==> src/rtl/game_pkg.sv <==
// Shared game-control constants and the target hit-state encoding.
package game_pkg;
  localparam int X_W      = 11;
  localparam int Y_W      = 10;
  localparam int SCREEN_W = 1280;
  localparam int SCREEN_H = 720;

  typedef enum logic [1:0] {
    HS_ALIVE,
    HS_INVULN,
    HS_DEAD
  } hit_state_e;
endpackage

==> src/rtl/aabb_overlap.sv <==
// Combinational axis-aligned box overlap test between box A and box B.
module aabb_overlap
  import game_pkg::*;
#(
  parameter int A_W = 64,
  parameter int A_H = 64,
  parameter int B_W = 16,
  parameter int B_H = 8
) (
  input  logic [X_W-1:0] a_x,
  input  logic [Y_W-1:0] a_y,
  input  logic [X_W-1:0] b_x,
  input  logic [Y_W-1:0] b_y,
  output logic           hit
);
  // One extra bit so right/bottom edges never wrap past the screen limit.
  logic [X_W:0] ax_e, bx_e;
  logic [Y_W:0] ay_e, by_e;

  assign ax_e = {1'b0, a_x};
  assign bx_e = {1'b0, b_x};
  assign ay_e = {1'b0, a_y};
  assign by_e = {1'b0, b_y};

  assign hit = (bx_e < ax_e + (X_W+1)'(A_W)) &&
               (bx_e + (X_W+1)'(B_W) > ax_e) &&
               (by_e < ay_e + (Y_W+1)'(A_H)) &&
               (by_e + (Y_W+1)'(B_H) > ay_e);
endmodule

==> src/rtl/enemy_hit_receiver.sv <==
// Target-side bullet collision, consume strobe, hit points and invulnerability FSM.
module enemy_hit_receiver
  import game_pkg::*;
#(
  parameter int HP_INIT       = 10,
  parameter int DAMAGE        = 1,
  parameter int BOX_W         = 64,
  parameter int BOX_H         = 64,
  parameter int BUL_W         = 16,
  parameter int BUL_H         = 8,
  parameter int INVULN_FRAMES = 30
) (
  input  logic           clk,
  input  logic           rst_n,
  input  logic           tick,
  input  logic           restart,
  input  logic [X_W-1:0] bul_x,
  input  logic [Y_W-1:0] bul_y,
  input  logic           bul_isE,
  input  logic [X_W-1:0] tgt_x,
  input  logic [Y_W-1:0] tgt_y,
  input  logic           tgt_defend,
  output logic           bul_kill,
  output logic           hit_pulse,
  output logic [7:0]     hp,
  output logic           invuln,
  output logic           flash,
  output logic           dead
);
  hit_state_e state_reg, state_next;
  logic [7:0] hp_reg, hp_next;
  logic [7:0] cnt_reg, cnt_next;
  logic       kill_reg, kill_next;
  logic       hit_reg, hit_next;
  logic       invuln_reg, invuln_next;
  logic       flash_reg, flash_next;
  logic       dead_reg, dead_next;
  logic       overlap;
  logic       candidate;

  aabb_overlap #(
    .A_W(BOX_W),
    .A_H(BOX_H),
    .B_W(BUL_W),
    .B_H(BUL_H)
  ) u_overlap (
    .a_x(tgt_x),
    .a_y(tgt_y),
    .b_x(bul_x),
    .b_y(bul_y),
    .hit(overlap)
  );

  // Skipping the cycle right after a kill lets the source drop bul_isE first.
  assign candidate = bul_isE && overlap && !kill_reg;

  always_comb begin
    state_next = state_reg;
    hp_next    = hp_reg;
    cnt_next   = cnt_reg;
    kill_next  = 1'b0;
    hit_next   = 1'b0;
    if (restart) begin
      state_next = HS_ALIVE;
      hp_next    = 8'(HP_INIT);
      cnt_next   = 8'd0;
    end else begin
      case (state_reg)
        HS_ALIVE: begin
          if (candidate) begin
            kill_next = 1'b1;
            if (!tgt_defend) begin
              hit_next = 1'b1;
              if (hp_reg > 8'(DAMAGE)) begin
                hp_next    = hp_reg - 8'(DAMAGE);
                state_next = HS_INVULN;
                cnt_next   = 8'(INVULN_FRAMES);
              end else begin
                hp_next    = 8'd0;
                state_next = HS_DEAD;
              end
            end
          end
        end
        HS_INVULN: begin
          kill_next = candidate;
          if (tick) begin
            if (cnt_reg <= 8'd1) begin
              cnt_next   = 8'd0;
              state_next = HS_ALIVE;
            end else begin
              cnt_next = cnt_reg - 8'd1;
            end
          end
        end
        default: ;
      endcase
    end
    invuln_next = (state_next == HS_INVULN);
    flash_next  = (state_next == HS_INVULN) && cnt_next[2];
    dead_next   = (state_next == HS_DEAD);
  end

  always_ff @(posedge clk or negedge rst_n) begin
    if (!rst_n) begin
      state_reg  <= HS_ALIVE;
      hp_reg     <= 8'(HP_INIT);
      cnt_reg    <= 8'd0;
      kill_reg   <= 1'b0;
      hit_reg    <= 1'b0;
      invuln_reg <= 1'b0;
      flash_reg  <= 1'b0;
      dead_reg   <= 1'b0;
    end else begin
      state_reg  <= state_next;
      hp_reg     <= hp_next;
      cnt_reg    <= cnt_next;
      kill_reg   <= kill_next;
      hit_reg    <= hit_next;
      invuln_reg <= invuln_next;
      flash_reg  <= flash_next;
      dead_reg   <= dead_next;
    end
  end

  assign bul_kill  = kill_reg;
  assign hit_pulse = hit_reg;
  assign hp        = hp_reg;
  assign invuln    = invuln_reg;
  assign flash     = flash_reg;
  assign dead      = dead_reg;
endmodule

==> config.mk <==
export PLATFORM = sky130hd
export DESIGN_NAME = enemy_hit_receiver
export DESIGN_NICKNAME = d
export VERILOG_FILES = /design/src/rtl/game_pkg.sv /design/src/rtl/aabb_overlap.sv /design/src/rtl/enemy_hit_receiver.sv
export SDC_FILE = /design/constraint.sdc
export NUM_CORES = 1
export LEC_CHECK = 0
export ABC_CLOCK_PERIOD_IN_PS = 2500
export BUFFER_PORTS_ARGS = -buffer_cell sky130_fd_sc_hd__buf_2
export CAP_MARGIN = 0
export CORE_MARGIN = 5
export CORE_UTILIZATION = 35
export CTS_CLUSTER_SIZE = 8
export DETAILED_ROUTE_END_ITERATION = 8
export GPL_TIMING_DRIVEN = 1
export MAX_ROUTING_LAYER = met4
export SKIP_CTS_REPAIR_TIMING = 1
export SLEW_MARGIN = 40
export SYNTH_ARGS = -nofsm -noshare
export SYNTH_HDL_FRONTEND = slang
export SYNTH_SLANG_ARGS = --single-unit
==> constraint.sdc <==
create_clock -name clk -period 2.5 [get_ports clk]
set_input_delay 0.5 -clock clk [delete_from_list [all_inputs] [get_ports clk]]
set_output_delay 0.5 -clock clk [all_outputs]
set_load 0.03 [all_outputs]
# Yosys cells after proc, flatten, opt, wreduce, memory -nomap -nowiden
# Cells that the tools add are included.
# classes
n_addsub,6
order_cmp,6
n_eq_ne,8
n_mux,26
n_reduce_logical,13
# ops
operator,count
2-to-1 mux 8 bit,11
one-hot mux 8 bit (2 select lines),1
"subtractor 8 x 1 -> 8 bit, second input constant",2
"adder 11 x 5 -> 12 bit, second input constant",1
"adder 11 x 7 -> 12 bit, second input constant",1
> comparator 12 x 11 -> 1 bit,1
less-than comparator 11 x 12 -> 1 bit,1
2-to-1 mux 2 bit,6
"!= test 3 bit, second input constant",4
"adder 10 x 4 -> 11 bit, second input constant",1
"adder 10 x 7 -> 11 bit, second input constant",1
> comparator 11 x 10 -> 1 bit,1
less-than comparator 10 x 11 -> 1 bit,1
"> comparator 8 x 1 -> 1 bit, second input constant",1
"<= comparator 8 x 1 -> 1 bit, second input constant",1
logical AND 1 bit,6
2-to-1 mux 1 bit,6
AND reduction 5 bit,1
"== test 2 x 1 -> 1 bit, second input constant",2
one-hot mux 2 bit (2 select lines),1
nonzero test 2 bit,2
AND reduction 3 bit,1
nonzero test 3 bit,1
"== test 2 bit, second input constant",1
other kinds (4),4
# word_totals
regBits,23
input_bits,48

# Logic depth before layout (Yosys ltp)
# Gate-level depths: netlist of run 1.
# depth
ltp_word,12
ltp_mapped,12
depth_no_buf,11

# Modules after synthesis
# A second synthesis of run 1 with hierarchy kept.
# hier_totals
cells_unflattened,284
hier_area_um2,2441.1
# by_module_without_submodules
mod,n_inst,cells_per_inst,area_each_um2,seq_area_each_um2
enemy_hit_receiver,1,126,1268.7,578.1
aabb_overlap,1,158,1172.4,0.0

# Worst setup path before layout of run 1
# No wires, ideal clock.
# synth_timing
kind,input-to-reg
startpoint,in tgt_x[6]
endpoint,reg hp_reg[4] (netlist: hp[4])
arrival_time_ns,2.870
required_time_ns,2.422
setup_slack_ns,-0.448
cell_stages,12
n_path_buf,1
cell_sequence,ha_1 nand3_1 xnor2_1 ha_1 a21oi_1 a32oi_1 or4b_1 nor3_2 nand3_1 buf_2 or4_1 a21oi_1
# synth_between
elab_chain_len,9
elab_cells_between_ends,10
# synth_rtl
element,line_no,rtl
start: declaration,enemy_hit_receiver.sv:20,"input logic [X_W-1:0] tgt_x,"
adder 11 x 7 -> 12 bit,aabb_overlap.sv:25,assign hit = (bx_e < ax_e + (X_W+1)'(A_W)) &&
less-than comparator 11 x 12 -> 1 bit,aabb_overlap.sv:25,
logical AND 1 bit (*),aabb_overlap.sv:25,
logical AND 1 bit (*),aabb_overlap.sv:26,(bx_e + (X_W+1)'(B_W) > ax_e) &&
logical AND 1 bit (*),aabb_overlap.sv:27,(by_e < ay_e + (Y_W+1)'(A_H)) &&
logical AND 1 bit (*) (2 in series),enemy_hit_receiver.sv:55,assign candidate = bul_isE && overlap && !kill_reg;
nonzero test 2 bit (no source line) (*),--,
AND reduction 3 bit (no source line) (*),--,
end signal: assignment,enemy_hit_receiver.sv:107,hp_reg <= 8'(HP_INIT);
end signal: assignment,enemy_hit_receiver.sv:116,hp_reg <= hp_next;
end: declaration,enemy_hit_receiver.sv:31,"logic [7:0] hp_reg, hp_next;"
# Mark *: on every way between the ends. The rest lies on a longest branch, timed or not.
# A chain may end at the register's enable or synchronous reset.

# Worst setup path after layout of run 1
# layout_timing
startpoint,in tgt_x[7]
endpoint,reg hp_reg[1] (netlist: hp[1])
# Same word-level chain as after synthesis.

==> flow_metrics.tcl, run 1 <==
set metrics [dict create \
    grt_pass1_vias 2505 \
    area_delta_synth_final_pct 45.21 \
    start_util 0.3593 \
    wl_um 7118 \
    period_share 1.137 \
    startpoint_type "input port" \
    cp_data_arrival_time_ns 3.03 \
    coreArea_um2 6794 \
    drv_cap 0 \
    end_kind "flop" \
    syn-num-nets 393 \
    die_h_um 93.52 \
    p_total_mw 1.036 \
    synth_ff_type "dfrtp_1" \
    cp.required_ns 2.69 \
    wl_met2_um 3466 \
    wire_per_inst_um 13.93 \
    clock_skew_ns 0.004613 \
    die_area_um2 8745 \
    fmax_mhz 351.9 \
    ir_worst_vdd_v 0.0004118 \
    met3_length_um 260 \
    cpPeakStageDelay_ns 0.54 \
    port-buffer-count 60 \
    cts_tree "yes" \
    drive_gt1_frac 0.3590 \
    clockBufferDepth 2 \
    cp_cell_sequence "buf_8 > ha_4 > nand3_4 > xnor2_2 > ha_1 > a21oi_2 > a32oi_1 > or4b_1 > nor3_2 > nand3_1 > buf_6 > or4_1 > o211ai_1" \
    clock-root-buffer "clkbuf_8" \
    slowest_stage "or4b_1" \
    cp_max_fo 6 \
    drc 0 \
    finalHoldViolCount 0 \
    violations "setup timing" \
    grt_pass1_wl_um 10990 \
    synth-edff-count 0 \
    fin_ws_ns -0.3419 \
    clk_latency_ns 0.27 \
    synth.avg_cell_area_um2 8.083 \
    netlist_area_um2 2441 \
    pwr_density_cell_nw_per_um2 292.2 \
    rows 30 \
    num_vias 2665 \
    place_congestion 0.9187 \
    ys_warn_count 0 \
    vias_per_cell 5.215 \
    finalSetupTns_ns -4.393 \
    ys_seq_area_frac 0.2368 \
    path_clk_slew_ns 0.09 \
    drt_iter0_drc 53 \
    leakage_nw 1.772 \
    syn_inst 302 \
    fillerInstances 653 \
    wirelength_met1_um 3335 \
    fin_crit_ns 2.842 \
    grt_setup_unrepaired "yes" \
    mostFrequentLayoutCells "buf_2 (59), buf_4 (47), inv_1 (41)" \
    relSlewSlack 0.6313 \
    hp-class "input port to asynchronous set/reset pin" \
    top_layer_used "met4" \
    final_common_cell "buf_2" \
    layout.nets 507 \
    dp_hpwl_um 5503 \
    worst_slew_pin_slew_ns 0.5530 \
    io_pins 61 \
    dr.pass1.iters 4 \
    maxSlewViolCount 0 \
    cts_num_sinks 23 \
    path_class "input port to flop" \
    worst-r2r-cell-count 7 \
    die_w_um 93.52 \
    grt_usage 0.1554 \
    async_flop_share 1.000 \
    antennaDiodeCount 0 \
    gr-total-overflow 0 \
    synth.distinct_cells 47 \
    antenna_found_initial 0 \
    yosys_register_bits 23 \
    grt_max_degree 24 \
    setup_viol 21 \
    cts_buffers 3 \
    ant_nets 0 \
    outcome "finished with violations" \
    cts_max_level 1 \
]
==> cells by family (layout without fill, tap and decap cells) <==
logic type               count (synthesis)  after routing  synth area share
AND/OR/NAND/NOR                        100            100            0.2163
flip-flops                              23             23            0.2368
buffers and inverters                   45            158           0.06971
multiplexers                             2              2          0.008713
AO/OA/AOI/OAI                           73             73            0.1907
XOR/XNOR                                16             16           0.05740
adder cells (fa/ha/maj)                 43             43            0.2204
==> final timing paths <==
check | start | to | slack, ns
setup / recovery | tgt_x[7] | hp[1] | -0.34
hold / removal | rst_n | cnt_reg[4] | 0.21
setup reg to reg | cnt_reg[5] | cnt_reg[7] | 0.05
hold reg to reg | cnt_reg[4] | cnt_reg[4] | 0.57
max in group asynchronous | rst_n | hp[6] | 1.92
min in group clk | cnt_reg[4] | cnt_reg[4] | 0.57
==> cell usage after synthesis, drive strengths merged (4+ instances only) <==
cell type | instances | area share
a211oi | 4 | 0.012
a21o | 4 | 0.012
a21oi | 24 | 0.049
a31oi | 4 | 0.010
and3 | 5 | 0.013
dfrtp | 21 | 0.22
ha | 43 | 0.22
inv | 41 | 0.063
nand2 | 17 | 0.026
nand3 | 20 | 0.041
nand4 | 7 | 0.018
nand4b | 4 | 0.014
nor2 | 16 | 0.025
nor3 | 12 | 0.027
nor4 | 4 | 0.010
o21ai | 14 | 0.029
xnor2 | 10 | 0.036
xor2 | 6 | 0.022
==> worst max-delay path, delay by kind of cell <==
family	cells	cell delay (ns)
AO/OA/AOI/OAI	3	0.31
adder cells (fa/ha/maj)	2	0.46
AND/OR/NAND/NOR	5	1.38
XOR/XNOR	1	0.14
buffers and inverters	2	0.25
==> per-stage QoR <==
stage | util | hold WS, ns | std cells | setup slack, ns | area, um^2
floorplan | - | 0.2044 | 302 | -0.4030 | 2472
global placement | 0.4796 | 0.5129 | 504 | -0.6174 | 3258
detailed placement | 0.4796 | 0.5148 | 504 | -0.7084 | 3258
CTS | 0.4862 | 0.2218 | 508 | -0.4301 | 3303
global route | 0.5217 | 0.2437 | 511 | -0.4700 | 3545
finish | 0.5217 | 0.2081 | 511 | -0.3419 | 3545
==> report_power, final <==
group	switching, mW	internal [mW]
registers	0.00581	0.376
logic	0.210	0.202
clock network	0.128	0.114
total	0.343	0.692
==> per-layer routing <==
layer	GRT usage	vias up
li1	-	1336
met1	0.2093	1261
met2	0.2644	62
met3	0.008045	6
met4	0.02198	0
met5	-	-
==> area by class of cell <==
type	instances	area, um^2	area share
Inverter	41	153.9	0.04342
Sequential cell	23	578.1	0.1631
Tap cell	96	120.1	0.03389
Clock buffer	4	45.04	0.01271
Multi-Input combinational cell	234	1908	0.5383
Timing Repair Buffer	113	739.5	0.2086
Note: power is estimated with default switching activity, not from simulation.
==> run 2: changes to the inputs <==
Settings changed: ABC_AREA from default to 1, SYNTH_HIERARCHICAL from default to 1.
==> flow_metrics.tcl, run 2 <==
set metrics [dict create \
    period_share 1.039 \
    grt_usage 0.1377 \
    drv_cap 0 \
    hp-class "input port to asynchronous set/reset pin" \
    antenna_found_initial 0 \
    die_area_um2 9177 \
    die_h_um 95.80 \
    netlist_top_cells_area "ha_1 (21%), dfrtp_1 (20%), nand2_1 (11%), inv_1 (9.9%), nor2_1 (5.2%)" \
    clock-root-buffer "clkbuf_8" \
    gr-total-overflow 0 \
    grt_pass1_wl_um 10110 \
    start_util 0.3571 \
    cts_buffers 3 \
    synth-edff-count 0 \
    clk_latency_ns 0.27 \
    fillerInstances 733 \
    dp_worst_setup_slack_ns -0.4496 \
    die_w_um 95.80 \
    mostFrequentLayoutCells "nand2_1 (65), inv_1 (63), buf_2 (55)" \
    grt_pass1_vias 2411 \
    synth_most_common_cell "nand2_1" \
    ir_worst_vdd_v 0.0001850 \
    worst_slew_pin_slew_ns 0.5213 \
    yosys_register_bits 23 \
    port-buffer-count 60 \
    p_switching_mw 0.3350 \
    ys_seq_area_frac 0.2244 \
    vias_per_cell 4.449 \
    ant_nets 0 \
    leakage_nw 1.944 \
    drive_gt1_frac 0.3355 \
    fin_area_um2 3472 \
    antennaDiodeCount 0 \
    grt_setup_unrepaired "yes" \
    cp.required_ns 2.66 \
    clockBufferDepth 2 \
    internal-power_mw 0.6652 \
    setup_viol 17 \
    slowest_stage "ha_1" \
    startpoint_type "input port" \
    critPathBufInv 5 \
    path_common_cell "nor2_1" \
    cts_tree "yes" \
    drc 0 \
    synth_ff_type "dfrtp_1" \
    grt_max_degree 24 \
    rows 31 \
    end_kind "flop" \
    relSlewSlack 0.6524 \
    io_pins 61 \
    dp_hpwl_um 4989 \
    synth_largest_area_cell "ha_1" \
    async_flop_share 1.000 \
    finalHoldViolCount 0 \
    area_delta_synth_final_pct 34.77 \
    netlist_area_um2 2576 \
    final_common_cell "nand2_1" \
    maxSlewViolCount 0 \
    switching_share 0.3349 \
    comb_power_share 0.385 \
    syn_inst 365 \
    synth_top_area_frac 0.2088 \
    pwr_density_cell_nw_per_um2 288.1 \
    ys_warn_count 6 \
    clockPowerShare 0.233 \
    placed_area_um2 3268 \
    cp_top_family "simple AND/OR/NAND/NOR gates" \
    wl_um 5948 \
    cp_cell_sequence "buf_8 > ha_4 > nand2_4 > inv_2 > nand2_2 > xor2_1 > inv_1 > ha_1 > nand2_1 > nor2_2 > nand3_1 > nor2_1 > nor2_1 > nor2_1 > nand2_1 > nor2_2 > nand4_1 > inv_2 > nand3_4 > nand2_4 > inv_4 > nand2_2 > nand3_2" \
    seqPwrFrac 0.382 \
    synth.distinct_cells 28 \
    wire_per_inst_um 10.60 \
    fin_crit_ns 2.597 \
    cp_max_fo 5 \
    coreArea_um2 7214 \
    cts_max_level 1 \
    cpPeakStageDelay_ns 0.27 \
    drt_iter0_drc 83 \
    clock_skew_ns 0.006723 \
    num_vias 2496 \
    place_congestion 0.8095 \
    violations "setup timing" \
    synth.avg_cell_area_um2 7.058 \
    fmax_mhz 385.1 \
    fin_ws_ns -0.09662 \
    syn-num-nets 456 \
    layout.nets 554 \
    dr.pass1.iters 4 \
    path_class "input port to flop" \
    synth_common_cells "nand2_1 (74), inv_1 (68), ha_1 (43)" \
    path_clk_slew_ns 0.09 \
    outcome "finished with violations" \
    cts_num_sinks 23 \
    cp_data_arrival_time_ns 2.76 \
]
## run 2: cell types whose count changed in the layout (fill, tap and decap cells not counted), moves of 9 or more
cell,delta
inv_1,+22
buf_4,-10
nand2_1,+48
nor2_1,+18
xor2_1,+9
nand2_2,+12
## run 2: logic make-up after synthesis
kind of cell / Yosys count / share of synthesized area
and+or+nand+nor: 167 / 0.3050
buffers and inverters: 72 / 0.1054
adders and majority gates: 43 / 0.2088
AOI/OAI and AO/OA: 37 / 0.07819
xor gates and xnor gates: 23 / 0.07820
DFF: 23 / 0.2244
## run 2: worst paths after layout
kind | startpoint | end | slack (ns) | cells past startpoint
worst max-delay path | bul_x[5] | cnt_reg[1] | -0.1 | 23
worst min-delay path | rst_n | cnt_reg[6] | 0.19 | 1
worst max register to register | hp[1] | cnt_reg[1] | 0.76 | 12
worst min register to register | bul_kill | bul_kill | 0.54 | 3
max in group asynchronous | rst_n | hp[1] | 1.93 | 1
min in group clk | bul_isE | bul_kill | 0.48 | 3
## run 2: per-stage QoR
step	setup TNS (ns)	instances	util	total power [mW]	hold slack (ns)
finish	-1.030	561	0.4813	1.000	0.1945
global route	-5.002	561	0.4813	1.086	0.2409
CTS	-1.762	557	0.4594	0.9947	0.2207
detailed placement	-8.028	553	0.4530	0.7553	0.5181
global placement	-6.721	553	0.4530	0.7492	0.5079
floorplan	-0.6866	365	-	0.6109	0.2044
## run 2: power groups by stage
| stage | logic [mW] | clock network, mW | registers [mW] |
|---|---|---|---|
| after floorplan | 0.218 | 0 | 0.393 |
| after global placement | 0.360 | 0 | 0.389 |
| after detailed placement | 0.366 | 0 | 0.389 |
| after CTS | 0.368 | 0.244 | 0.382 |
| after global routing | 0.448 | 0.254 | 0.383 |
| final | 0.385 | 0.233 | 0.382 |
## run 2: cell type report
class,count,area [um^2],area share
Multi-Input combinational cell,270,1876,0.5402
Tap cell,99,123.9,0.03568
Sequential cell,23,578.1,0.1665
Clock buffer,3,41.29,0.01189
Inverter,71,269.0,0.07748
Clock inverter,1,5.005,0.001441
Timing Repair Buffer,94,579.3,0.1668
## run 2: layer usage
| metal | vias to the layer above | share of wire | track usage |
|---|---|---|---|
| met3 | 2 | 0.043 | 0.01876 |
| met4 | 0 | 0.0047 | 0.01422 |
| met5 | - | 0 | - |
| met1 | 1103 | 0.46 | 0.1754 |
| met2 | 44 | 0.49 | 0.2403 |
| li1 | 1347 | - | - |
## run 2: worst register-to-register path, cell delays in order, from the launching register on
cell     delay, ns
dfstp_2       0.56
inv_1         0.06
ha_1          0.21
inv_1         0.08
nand2_1       0.05
nand2_1       0.07
nor2_2        0.06
inv_2         0.11
nand3_4       0.15
nand2_4       0.12
inv_4         0.05
nand2_2       0.05
nand3_2       0.05
==> run 3: changes to the inputs <==
Settings changed: SETUP_SLACK_MARGIN from default to 0.02, SLEW_MARGIN 40 to default.
==> flow_metrics.tcl, run 3 (synthesized netlist as in run 2, its figures left out) <==
set metrics [dict create \
    relSlewSlack 0.6442 \
    end_kind "flop" \
    start_util 0.3571 \
    layout.nets 554 \
    die_w_um 95.80 \
    fin_util 0.4825 \
    final_common_cell "nand2_1" \
    mostFrequentLayoutCells "nand2_1 (65), inv_1 (63), buf_2 (55)" \
    clock_skew_ns 0.007412 \
    cts_tree "yes" \
    fin_ws_ns -0.09373 \
    die_area_um2 9177 \
    violations "setup timing" \
    dr.pass1.iters 4 \
    coreArea_um2 7214 \
    port-buffer-count 60 \
    rows 31 \
    cts_buffers 3 \
    grt_pass1_vias 2411 \
    antenna_found_initial 0 \
    drc 0 \
    wire_per_inst_um 10.65 \
    clock-root-buffer "clkbuf_8" \
    leakage_nw 1.946 \
    maxSlewViolCount 0 \
    wl_um 5977 \
    dp_hpwl_um 4989 \
    drv_cap 0 \
    fin_crit_ns 2.594 \
    num_vias 2503 \
    cp_max_fo 5 \
    cp.required_ns 2.66 \
    hp-class "input port to asynchronous set/reset pin" \
    path_clk_slew_ns 0.09 \
    antennaDiodeCount 0 \
    ir_worst_vdd_v 0.0001850 \
    area_delta_synth_final_pct 35.11 \
    outcome "finished with violations" \
    die_h_um 95.80 \
    fin_area_um2 3481 \
    io_pins 61 \
    cts_num_sinks 23 \
    ant_nets 0 \
    clk_latency_ns 0.27 \
    worst_slew_pin_slew_ns 0.5337 \
    fmax_mhz 385.5 \
    gr-total-overflow 0 \
    setup_viol 17 \
    grt_pass1_wl_um 10110 \
    cp_data_arrival_time_ns 2.75 \
    place_congestion 0.8095 \
    startpoint_type "input port" \
    pwr_density_cell_nw_per_um2 288.5 \
    fillerInstances 734 \
    drive_gt1_frac 0.3398 \
    path_class "input port to flop" \
    period_share 1.037 \
    vias_per_cell 4.462 \
    cts_max_level 1 \
    grt_max_degree 24 \
    drt_iter0_drc 100 \
    finalHoldViolCount 0 \
    grt_setup_unrepaired "yes" \
    clockBufferDepth 2 \
    grt_usage 0.1377 \
    placed_area_um2 3268 \
]
## run 3: report_power, final
part / leakage [nW] / switching (mW) / internal, mW / total, mW
Combinational: 1.61 / 0.210 / 0.178 / 0.388
Clock: 0.0255 / 0.123 / 0.111 / 0.234
Sequential: 0.314 / 0.00512 / 0.377 / 0.382
Total: 1.95 / 0.338 / 0.667 / 1.00
## run 3: path summary, 6_finish.rpt
check / startpoint / endpoint / slack [ns] / depth (start not counted)
worst max-delay path: bul_x[5] / cnt_reg[4] / -0.09 / 23
worst min-delay path: rst_n / cnt_reg[5] / 0.20 / 1
worst max register to register: hp[1] / cnt_reg[4] / 0.76 / 12
worst min register to register: bul_kill / bul_kill / 0.54 / 3
max in group asynchronous: rst_n / hp[1] / 1.92 / 1
min in group clk: bul_isE / bul_kill / 0.48 / 3
## run 3: critical path, stage by stage
cell     delay (ns)
buf_8          0.10
ha_4           0.16
nand2_4        0.06
inv_2          0.04
nand2_2        0.05
xor2_1         0.14
inv_1          0.06
ha_1           0.27
nand2_1        0.06
nor2_2         0.10
nand3_1        0.09
nor2_1         0.11
nor2_1         0.06
nor2_1         0.09
nand2_1        0.07
nor2_2         0.10
nand4_1        0.14
inv_2          0.14
nand3_4        0.14
nand2_4        0.12
inv_4          0.05
nand2_1        0.05
nand3_1        0.06
## run 3: layout make-up
cell class	count	area [um^2]	area share
inverters	71	269.0	0.07728
clock buffers	3	41.29	0.01186
multi-input cells	270	1884	0.5413
clock inverters	1	5.005	0.001438
repair buffers	94	579.3	0.1664
well taps	99	123.9	0.03559
flip-flops and latches	23	578.1	0.1661
## run 3: metrics by stage
| stage | power, mW | TNS (ns) | std cells | hold slack (ns) | worst slack (ns) |
|---|---|---|---|---|---|
| 5_1_grt | 1.088 | -5.010 | 561 | 0.2409 | -0.3004 |
| 2_1_floorplan | 0.6109 | -0.6866 | 365 | 0.2044 | -0.08764 |
| 4_1_cts | 0.9947 | -1.762 | 557 | 0.2207 | -0.1606 |
| 6_report | 1.004 | -0.9855 | 561 | 0.1996 | -0.09373 |
| 3_5_place_dp | 0.7553 | -8.028 | 553 | 0.5181 | -0.4496 |
| 3_3_place_gp | 0.7492 | -6.721 | 553 | 0.5079 | -0.3729 |
## run 3: routing by layer
layer / global-route usage / share of wire / routed length [um] / vias to the layer above
li1: - / - / - / 1348
met3: 0.01876 / 0.043 / 258 / 2
met1: 0.1754 / 0.46 / 2733 / 1107
met4: 0.01422 / 0.0047 / 28 / 0
met2: 0.2403 / 0.49 / 2957 / 46
met5: - / 0 / 0 / -
